$ cat src/rtl/player_action_ctrl_if.sv
// Button/frame-tick inputs and movement/attack outputs of one player's action sequencer.
interface player_action_ctrl_if;
  logic       SCEN;
  logic       btn_left;
  logic       btn_right;
  logic       btn_jump;
  logic       btn_atk1;
  logic       btn_atk2;
  logic       hit_in;
  logic       jump_active;
  logic       move_enable;
  logic       move_left;
  logic       move_right;
  logic       jump;
  logic       attack_active;
  logic [1:0] attack_type;
  logic       attack_busy;
  logic       hitstun;
  logic [2:0] state;

  modport master (
    output SCEN, btn_left, btn_right, btn_jump, btn_atk1, btn_atk2, hit_in, jump_active,
    input  move_enable, move_left, move_right, jump, attack_active, attack_type,
           attack_busy, hitstun, state
  );

  modport slave (
    input  SCEN, btn_left, btn_right, btn_jump, btn_atk1, btn_atk2, hit_in, jump_active,
    output move_enable, move_left, move_right, jump, attack_active, attack_type,
           attack_busy, hitstun, state
  );
endinterface

$ cat src/rtl/player_action_ctrl.sv
// Per-player action sequencer: walk/jump/attack/hit-stun arbitration once per frame tick.
// Define PLAYER_ATK2_EN to enable the attack 2 path; otherwise btn_atk2 is ignored.
module player_action_ctrl #(
  parameter int ATK1_STARTUP   = 3,
  parameter int ATK1_ACTIVE    = 4,
  parameter int ATK1_RECOVERY  = 6,
  parameter int ATK2_STARTUP   = 5,
  parameter int ATK2_ACTIVE    = 6,
  parameter int ATK2_RECOVERY  = 10,
  parameter int HITSTUN_FRAMES = 12
) (
  input logic                  clk,
  input logic                  reset_n,
  player_action_ctrl_if.slave  bus
);

  typedef enum logic [2:0] {
    IDLE     = 3'd0,
    STARTUP  = 3'd1,
    ACTIVE   = 3'd2,
    RECOVERY = 3'd3,
    HITSTUN  = 3'd4
  } state_e;

  localparam logic [4:0] HIT_LOAD = 5'(HITSTUN_FRAMES - 1);

  state_e     state_q, state_d;
  logic [4:0] cnt_q, cnt_d;
  logic [1:0] sel_q, sel_d;
  logic       hit_pending_q, hit_pending_d;
  logic       prev_atk1_q;
  logic       atk1_req;
  logic       atk2_req;
  logic       hit_now;

  // Counter reload values are the phase length minus one, so a phase spans exactly N ticks.
  function automatic logic [4:0] startup_load(input logic [1:0] sel);
    return (sel == 2'd2) ? 5'(ATK2_STARTUP - 1) : 5'(ATK1_STARTUP - 1);
  endfunction

  function automatic logic [4:0] active_load(input logic [1:0] sel);
    return (sel == 2'd2) ? 5'(ATK2_ACTIVE - 1) : 5'(ATK1_ACTIVE - 1);
  endfunction

  function automatic logic [4:0] recovery_load(input logic [1:0] sel);
    return (sel == 2'd2) ? 5'(ATK2_RECOVERY - 1) : 5'(ATK1_RECOVERY - 1);
  endfunction

  assign atk1_req = bus.btn_atk1 & ~prev_atk1_q & ~bus.jump_active;

`ifdef PLAYER_ATK2_EN
  logic prev_atk2_q;
  assign atk2_req = bus.btn_atk2 & ~prev_atk2_q & ~bus.jump_active;

  always_ff @(posedge clk or negedge reset_n) begin
    if (!reset_n) begin
      prev_atk2_q <= 1'b0;
    end else if (bus.SCEN) begin
      prev_atk2_q <= bus.btn_atk2;
    end
  end
`else
  assign atk2_req = 1'b0;
`endif

  // A hit arriving on the tick itself is consumed immediately.
  assign hit_now = hit_pending_q | bus.hit_in;

  always_comb begin
    state_d       = state_q;
    cnt_d         = cnt_q;
    sel_d         = sel_q;
    hit_pending_d = hit_pending_q | bus.hit_in;
    if (bus.SCEN) begin
      if (hit_now) begin
        hit_pending_d = 1'b0;
        state_d       = HITSTUN;
        cnt_d         = HIT_LOAD;
        sel_d         = 2'd0;
      end else begin
        case (state_q)
          IDLE: begin
            if (atk1_req) begin
              state_d = STARTUP;
              sel_d   = 2'd1;
              cnt_d   = startup_load(2'd1);
            end else if (atk2_req) begin
              state_d = STARTUP;
              sel_d   = 2'd2;
              cnt_d   = startup_load(2'd2);
            end
          end
          STARTUP: begin
            if (cnt_q != 5'd0) begin
              cnt_d = cnt_q - 5'd1;
            end else begin
              state_d = ACTIVE;
              cnt_d   = active_load(sel_q);
            end
          end
          ACTIVE: begin
            if (cnt_q != 5'd0) begin
              cnt_d = cnt_q - 5'd1;
            end else begin
              state_d = RECOVERY;
              cnt_d   = recovery_load(sel_q);
            end
          end
          RECOVERY: begin
            if (cnt_q != 5'd0) begin
              cnt_d = cnt_q - 5'd1;
            end else begin
              state_d = IDLE;
              sel_d   = 2'd0;
            end
          end
          HITSTUN: begin
            if (cnt_q != 5'd0) begin
              cnt_d = cnt_q - 5'd1;
            end else begin
              state_d = IDLE;
            end
          end
          default: begin
            state_d = IDLE;
            cnt_d   = 5'd0;
            sel_d   = 2'd0;
          end
        endcase
      end
    end
  end

  // Previous button level only moves on ticks, so a held button never re-triggers.
  always_ff @(posedge clk or negedge reset_n) begin
    if (!reset_n) begin
      state_q       <= IDLE;
      cnt_q         <= 5'd0;
      sel_q         <= 2'd0;
      hit_pending_q <= 1'b0;
      prev_atk1_q   <= 1'b0;
    end else begin
      state_q       <= state_d;
      cnt_q         <= cnt_d;
      sel_q         <= sel_d;
      hit_pending_q <= hit_pending_d;
      if (bus.SCEN) begin
        prev_atk1_q <= bus.btn_atk1;
      end
    end
  end

  assign bus.move_enable   = (state_q == IDLE);
  assign bus.move_left     = bus.btn_left & bus.move_enable & ~bus.btn_right;
  assign bus.move_right    = bus.btn_right & bus.move_enable & ~bus.btn_left;
  assign bus.jump          = bus.btn_jump & bus.move_enable;
  assign bus.attack_busy   = (state_q == STARTUP) || (state_q == ACTIVE) || (state_q == RECOVERY);
  assign bus.attack_active = (state_q == ACTIVE);
  assign bus.attack_type   = bus.attack_busy ? sel_q : 2'd0;
  assign bus.hitstun       = (state_q == HITSTUN);
  assign bus.state         = state_q;

endmodule
$ cat src/flat_wrapper.sv
// flat-port wrapper written by rule: the top's interface ports become plain ports
module player_action_ctrl_flat 
#(
  parameter int ATK1_STARTUP   = 3,
  parameter int ATK1_ACTIVE    = 4,
  parameter int ATK1_RECOVERY  = 6,
  parameter int ATK2_STARTUP   = 5,
  parameter int ATK2_ACTIVE    = 6,
  parameter int ATK2_RECOVERY  = 10,
  parameter int HITSTUN_FRAMES = 12
)
  (clk, reset_n, bus_SCEN, bus_btn_left, bus_btn_right, bus_btn_jump, bus_btn_atk1, bus_btn_atk2, bus_hit_in, bus_jump_active, bus_move_enable, bus_move_left, bus_move_right, bus_jump, bus_attack_active, bus_attack_type, bus_attack_busy, bus_hitstun, bus_state);
  player_action_ctrl_if bus_i ();
  input logic clk;
  input logic reset_n;
  input wire logic [$bits(bus_i.SCEN)-1:0] bus_SCEN;
  input wire logic [$bits(bus_i.btn_left)-1:0] bus_btn_left;
  input wire logic [$bits(bus_i.btn_right)-1:0] bus_btn_right;
  input wire logic [$bits(bus_i.btn_jump)-1:0] bus_btn_jump;
  input wire logic [$bits(bus_i.btn_atk1)-1:0] bus_btn_atk1;
  input wire logic [$bits(bus_i.btn_atk2)-1:0] bus_btn_atk2;
  input wire logic [$bits(bus_i.hit_in)-1:0] bus_hit_in;
  input wire logic [$bits(bus_i.jump_active)-1:0] bus_jump_active;
  output wire logic [$bits(bus_i.move_enable)-1:0] bus_move_enable;
  output wire logic [$bits(bus_i.move_left)-1:0] bus_move_left;
  output wire logic [$bits(bus_i.move_right)-1:0] bus_move_right;
  output wire logic [$bits(bus_i.jump)-1:0] bus_jump;
  output wire logic [$bits(bus_i.attack_active)-1:0] bus_attack_active;
  output wire logic [$bits(bus_i.attack_type)-1:0] bus_attack_type;
  output wire logic [$bits(bus_i.attack_busy)-1:0] bus_attack_busy;
  output wire logic [$bits(bus_i.hitstun)-1:0] bus_hitstun;
  output wire logic [$bits(bus_i.state)-1:0] bus_state;
  assign bus_i.SCEN = bus_SCEN;
  assign bus_i.btn_left = bus_btn_left;
  assign bus_i.btn_right = bus_btn_right;
  assign bus_i.btn_jump = bus_btn_jump;
  assign bus_i.btn_atk1 = bus_btn_atk1;
  assign bus_i.btn_atk2 = bus_btn_atk2;
  assign bus_i.hit_in = bus_hit_in;
  assign bus_i.jump_active = bus_jump_active;
  assign bus_move_enable = bus_i.move_enable;
  assign bus_move_left = bus_i.move_left;
  assign bus_move_right = bus_i.move_right;
  assign bus_jump = bus_i.jump;
  assign bus_attack_active = bus_i.attack_active;
  assign bus_attack_type = bus_i.attack_type;
  assign bus_attack_busy = bus_i.attack_busy;
  assign bus_hitstun = bus_i.hitstun;
  assign bus_state = bus_i.state;
  player_action_ctrl #(.ATK1_STARTUP(ATK1_STARTUP), .ATK1_ACTIVE(ATK1_ACTIVE), .ATK1_RECOVERY(ATK1_RECOVERY), .ATK2_STARTUP(ATK2_STARTUP), .ATK2_ACTIVE(ATK2_ACTIVE), .ATK2_RECOVERY(ATK2_RECOVERY), .HITSTUN_FRAMES(HITSTUN_FRAMES)) u_core (.clk(clk), .reset_n(reset_n), .bus(bus_i));
endmodule
$ cat config.mk
export PLATFORM = sky130hd
export DESIGN_NAME = player_action_ctrl_flat
export DESIGN_NICKNAME = d
export VERILOG_FILES = /design/src/rtl/player_action_ctrl_if.sv /design/src/rtl/player_action_ctrl.sv /design/src/flat_wrapper.sv
export SDC_FILE = /design/constraint.sdc
export NUM_CORES = 1
export LEC_CHECK = 0
export BUFFER_PORTS_ARGS = -buffer_cell sky130_fd_sc_hd__clkbuf_2
export CAP_MARGIN = 0
export CORE_MARGIN = 2
export CORE_UTILIZATION = 45
export DETAILED_ROUTE_END_ITERATION = 16
export PLACE_DENSITY = 0.73
export SLEW_MARGIN = 0
export SYNTH_ARGS = -nofsm -noshare
export SYNTH_HDL_FRONTEND = slang
export SYNTH_SLANG_ARGS = --single-unit
export TNS_END_PERCENT = 10
$ cat constraint.sdc
create_clock -name clk -period 2.2 [get_ports clk]
set_input_delay 0.44 -clock clk [delete_from_list [all_inputs] [get_ports clk]]
set_output_delay 0.44 -clock clk [all_outputs]
set_load 0.03 [all_outputs]
==> key figures <==
Critical path
  • CP top delay family: simple AND/OR/NAND/NOR gates
  • Slowest stage cell, crit path: or4b_4
  • R2R Path End: u_core.cnt_q[0]
  • Req. time, crit path: ~2.4 ns
  • Endpoint type of the worst setup path: register
  • FF-to-FF setup slack: 0.10 ns
  • Data arrival, critical path: 2.25 ns
  • Register-to-Register Path Depth: 6
  • Slowest stage delay, CP: roughly 0.54 ns
  • CP Max Fanout: 8
  • Worst Path Buf+Inv: 1
  • Crit Reg-Reg Startpoint: u_core.cnt_q[0]
  • Worst-path cell chain: inv_1 > ha_2 > or4b_4 > o22a_4 > o21ai_4 > mux2_4
  • Crit start category: register
  • CP Class: register to register

Clock tree
  • Worst skew pair latency: 0.27 ns
  • Total CTS buffers: 3
  • CTS tree: done
  • Post-CTS setup repair buffer count: 0
  • H-tree depth reported by CTS: 1
  • CTS Sinks: 11
  • Worst-path clk slew: 0.08 ns
  • CTS Root Cell: clkbuf_4
  • Clock Tree Buf Depth: 2

Placed design
  • Post-DP HPWL: roughly 1300 um
  • Global placement routability congestion: 0.797
  • Dpl ws: between 0.05 and 0.06 ns
  • Cell count after placement: 134
  • Dpl cell area: 930 sq um
  • # port buffers: 19

Layout
  • FF+latch area: 275 sq um
  • Antenna diodes: 0
  • Area Growth Syn to Fin: 20.1%
  • Post-layout nets: roughly 130
  • Filler instances: 165
  • Cell area after layout: 972 sq um
  • Multi-input gate area: approximately 480 sq um
  • Layout cell share with drive strength beyond 1: 35.4%
  • Layout Cells excl Fill: 138

Logic synthesis
  • Synth area leader: dfrtp_1
  • EDFF count, synth: 0
  • Post-Synth XOR/XNOR Area: around 1.1%
  • Post-synthesis sequential area ratio: 34.0%
  • Primary FF master, synth: dfrtp_1
  • Avg Cell Area, Syn: about 8.8 sq um
  • Synth Area in Adders: under 10%
  • Mux cell area share after synthesis: 4.48%
  • Commonest cells in the netlist: dfrtp_1 (11), nor2_1 (9), inv_1 (7), nand2_1 (7), o21ai_0 (5)
  • Top cell type's share of synthesized area: 34.0%
  • Largest family of logic cells by synthesized area: compound AO/OA/AOI/OAI gates
  • Number of library cell types mapped by synthesis: 44
  • Synth Area in Compound Gates: 25.0%
  • Post-synth net total: around 100
  • Ys async rst share: 100%
  • Count leader, synth: dfrtp_1
  • Ranking of synthesized cells by area: dfrtp_1 (34%), nor2_1 (4.2%), inv_1 (3.2%)
  • Yosys warnings: 0
  • Post-Synth Simple-Gate Area: 24.1%
  • Mapped Cells: 92
  • Syn Std Cell Area: 810 sq um
  • Synth Register Bits: 11

Die
  • Core area: 0.00171 sq mm
  • Width of the die: about 46 um
  • Chip height: 46.4 um
  • # rows: 15
  • Initial core utilization: a little under half
  • I/O pins: 22
  • Die footprint: ~0.0022 sq mm

STA
  • Fin Setup TNS: 0 ns
  • Fmax: between 0.4 and 0.5 GHz
  • WHS: 0.0241 ns
  • Worst setup slack after layout: 0.101 ns
  • Final Slew Violations: 0
  • Final cycle utilization of the critical path: 95.4%
  • Slew HR: 64.6%
  • Unrepaired setup endpoints after global routing: no
  • Min Tclk post-route: 2.10 ns
  • Clock skew: 0.00906 ns
  • Finish-stage setup viols: 0
  • Worst slew pin tran: 0.530 ns
  • Fin. Hold Viols: 0

Pwr
  • PD cells: 463 mW/mm^2
  • Max VDD drop: 232 uV
  • P_leak: 0.448 nW

GRT
  • Total grt overflow: 0
  • Via count of the first global-routing pass: 689
  • Largest net degree at the start of global routing: 13
  • First-pass GRT wire length: 2950 um
  • All-Layer GR Usage: a little under a fifth
  • Antenna violations before repair: 0

Drt
  • 1st-pass router iterations: 4
  • DRC errors left: 0
  • Vias/cell: approximately 5.6
  • Initial drt markers: 24
  • Post-DRT Antenna Nets: 0
  • DR WL/cell: 12.8 um
  • Via count: ~780
  • Final WL: 1770 um

Run status
  • Status: complete, no violations

Hold path
  • Hold Crit Class: primary input to async pin

Job
  • Max Cap Violations: 0
[how the worst max path moves through the flow]
stage,startpoint,to,cells past startpoint
detailed placement,u_core.cnt_q[0],u_core.cnt_q[2],7
global route,u_core.cnt_q[0],u_core.cnt_q[2],7
finish,u_core.cnt_q[0],u_core.cnt_q[0],6
floorplan,u_core.bus.state[1],bus_move_right,4
CTS,u_core.cnt_q[0],u_core.cnt_q[2],7
global placement,u_core.cnt_q[0],u_core.cnt_q[2],7
[layout make-up]
| cell class | instances | share of cell area (%) |
|---|---|---|
| Inverter | 7 | 2.70 |
| Multi-Input combinational cell | 67 | 49.4 |
| Tap cell | 25 | 3.22 |
| Clock buffer | 4 | 2.70 |
| Sequential cell | 11 | 28.3 |
| Timing Repair Buffer | 24 | 13.6 |
[timing repair]
| action | CTS | global route |
|---|---|---|
| endpoints found under the setup margin | 2 | 3 |
| hold buffers | 0 | 0 |
| pin swaps | 0 | 0 |
| hold endpoints to repair | 0 | 0 |
| resized for setup | 1 | 3 |
[logic make-up after synthesis]
group                    Yosys count
other                              1
XOR/XNOR                           1
multiplexers                       3
buffers and inverters             14
adder cells (fa/ha/maj)            1
flip-flops                        11
AND/OR/NAND/NOR                   35
AO/OA/AOI/OAI                     26
[per-layer routing]
metal  wire, um  GRT usage, %
met1        791          27.3
met5          0             0
met2        859          28.6
met3        119          3.53
met4          0          5.71
[where the power goes]
part | internal, W | switching, W | total, W | leakage (nW)
Combinational | 0.0000384 | 0.0000419 | 0.0000803 | 0.302
Clock | 0.0000702 | 0.0000742 | 0.000144 | 0.0150
Sequential | 0.000214 | 0.0000109 | 0.000225 | 0.131
Total | 0.000323 | 0.000127 | 0.000450 | 0.448
[placed cells by master (no fill, tap or decap), types with 2 or more instances in the layout]
| cell | netlist | layout |
|---|---|---|
| and2_1 | 2 | 2 |
| nand2_1 | 7 | 7 |
| nand4_1 | 2 | 2 |
| nor2_1 | 9 | 8 |
| nor3_1 | 2 | 2 |
| clkbuf_2 | 1 | 19 |
| buf_4 | 1 | 5 |
| nand3_1 | 2 | 2 |
| inv_1 | 7 | 7 |
| a31oi_1 | 2 | 2 |
| a21oi_1 | 3 | 3 |
| o21a_1 | 2 | 2 |
| o211ai_1 | 2 | 2 |
| o21ai_0 | 5 | 5 |
| nor3b_2 | 1 | 2 |
| clkbuf_4 | 0 | 3 |
| o22ai_1 | 2 | 2 |
| nor3b_1 | 3 | 2 |
| nor2b_1 | 2 | 2 |
| dfrtp_1 | 11 | 11 |
[metrics by stage]
stage	utilization, %	power [W]
final	56.9	0.000450
after global routing	56.9	0.000470
after CTS	56.1	0.000451
after detailed placement	54.4	0.000308
after global placement	54.4	0.000305
after floorplan	-	0.000284
[sequential cells by signal (all words and copies together) (netlist names)]
| signal | flops |
|---|---|
| u_core.cnt_q | 5 |
| u_core.bus.state | 3 |
| u_core.hit_pending_q | 1 |
| u_core.prev_atk1_q | 1 |
| u_core.sel_q | 1 |
Note: power is estimated with default switching activity, not from simulation.
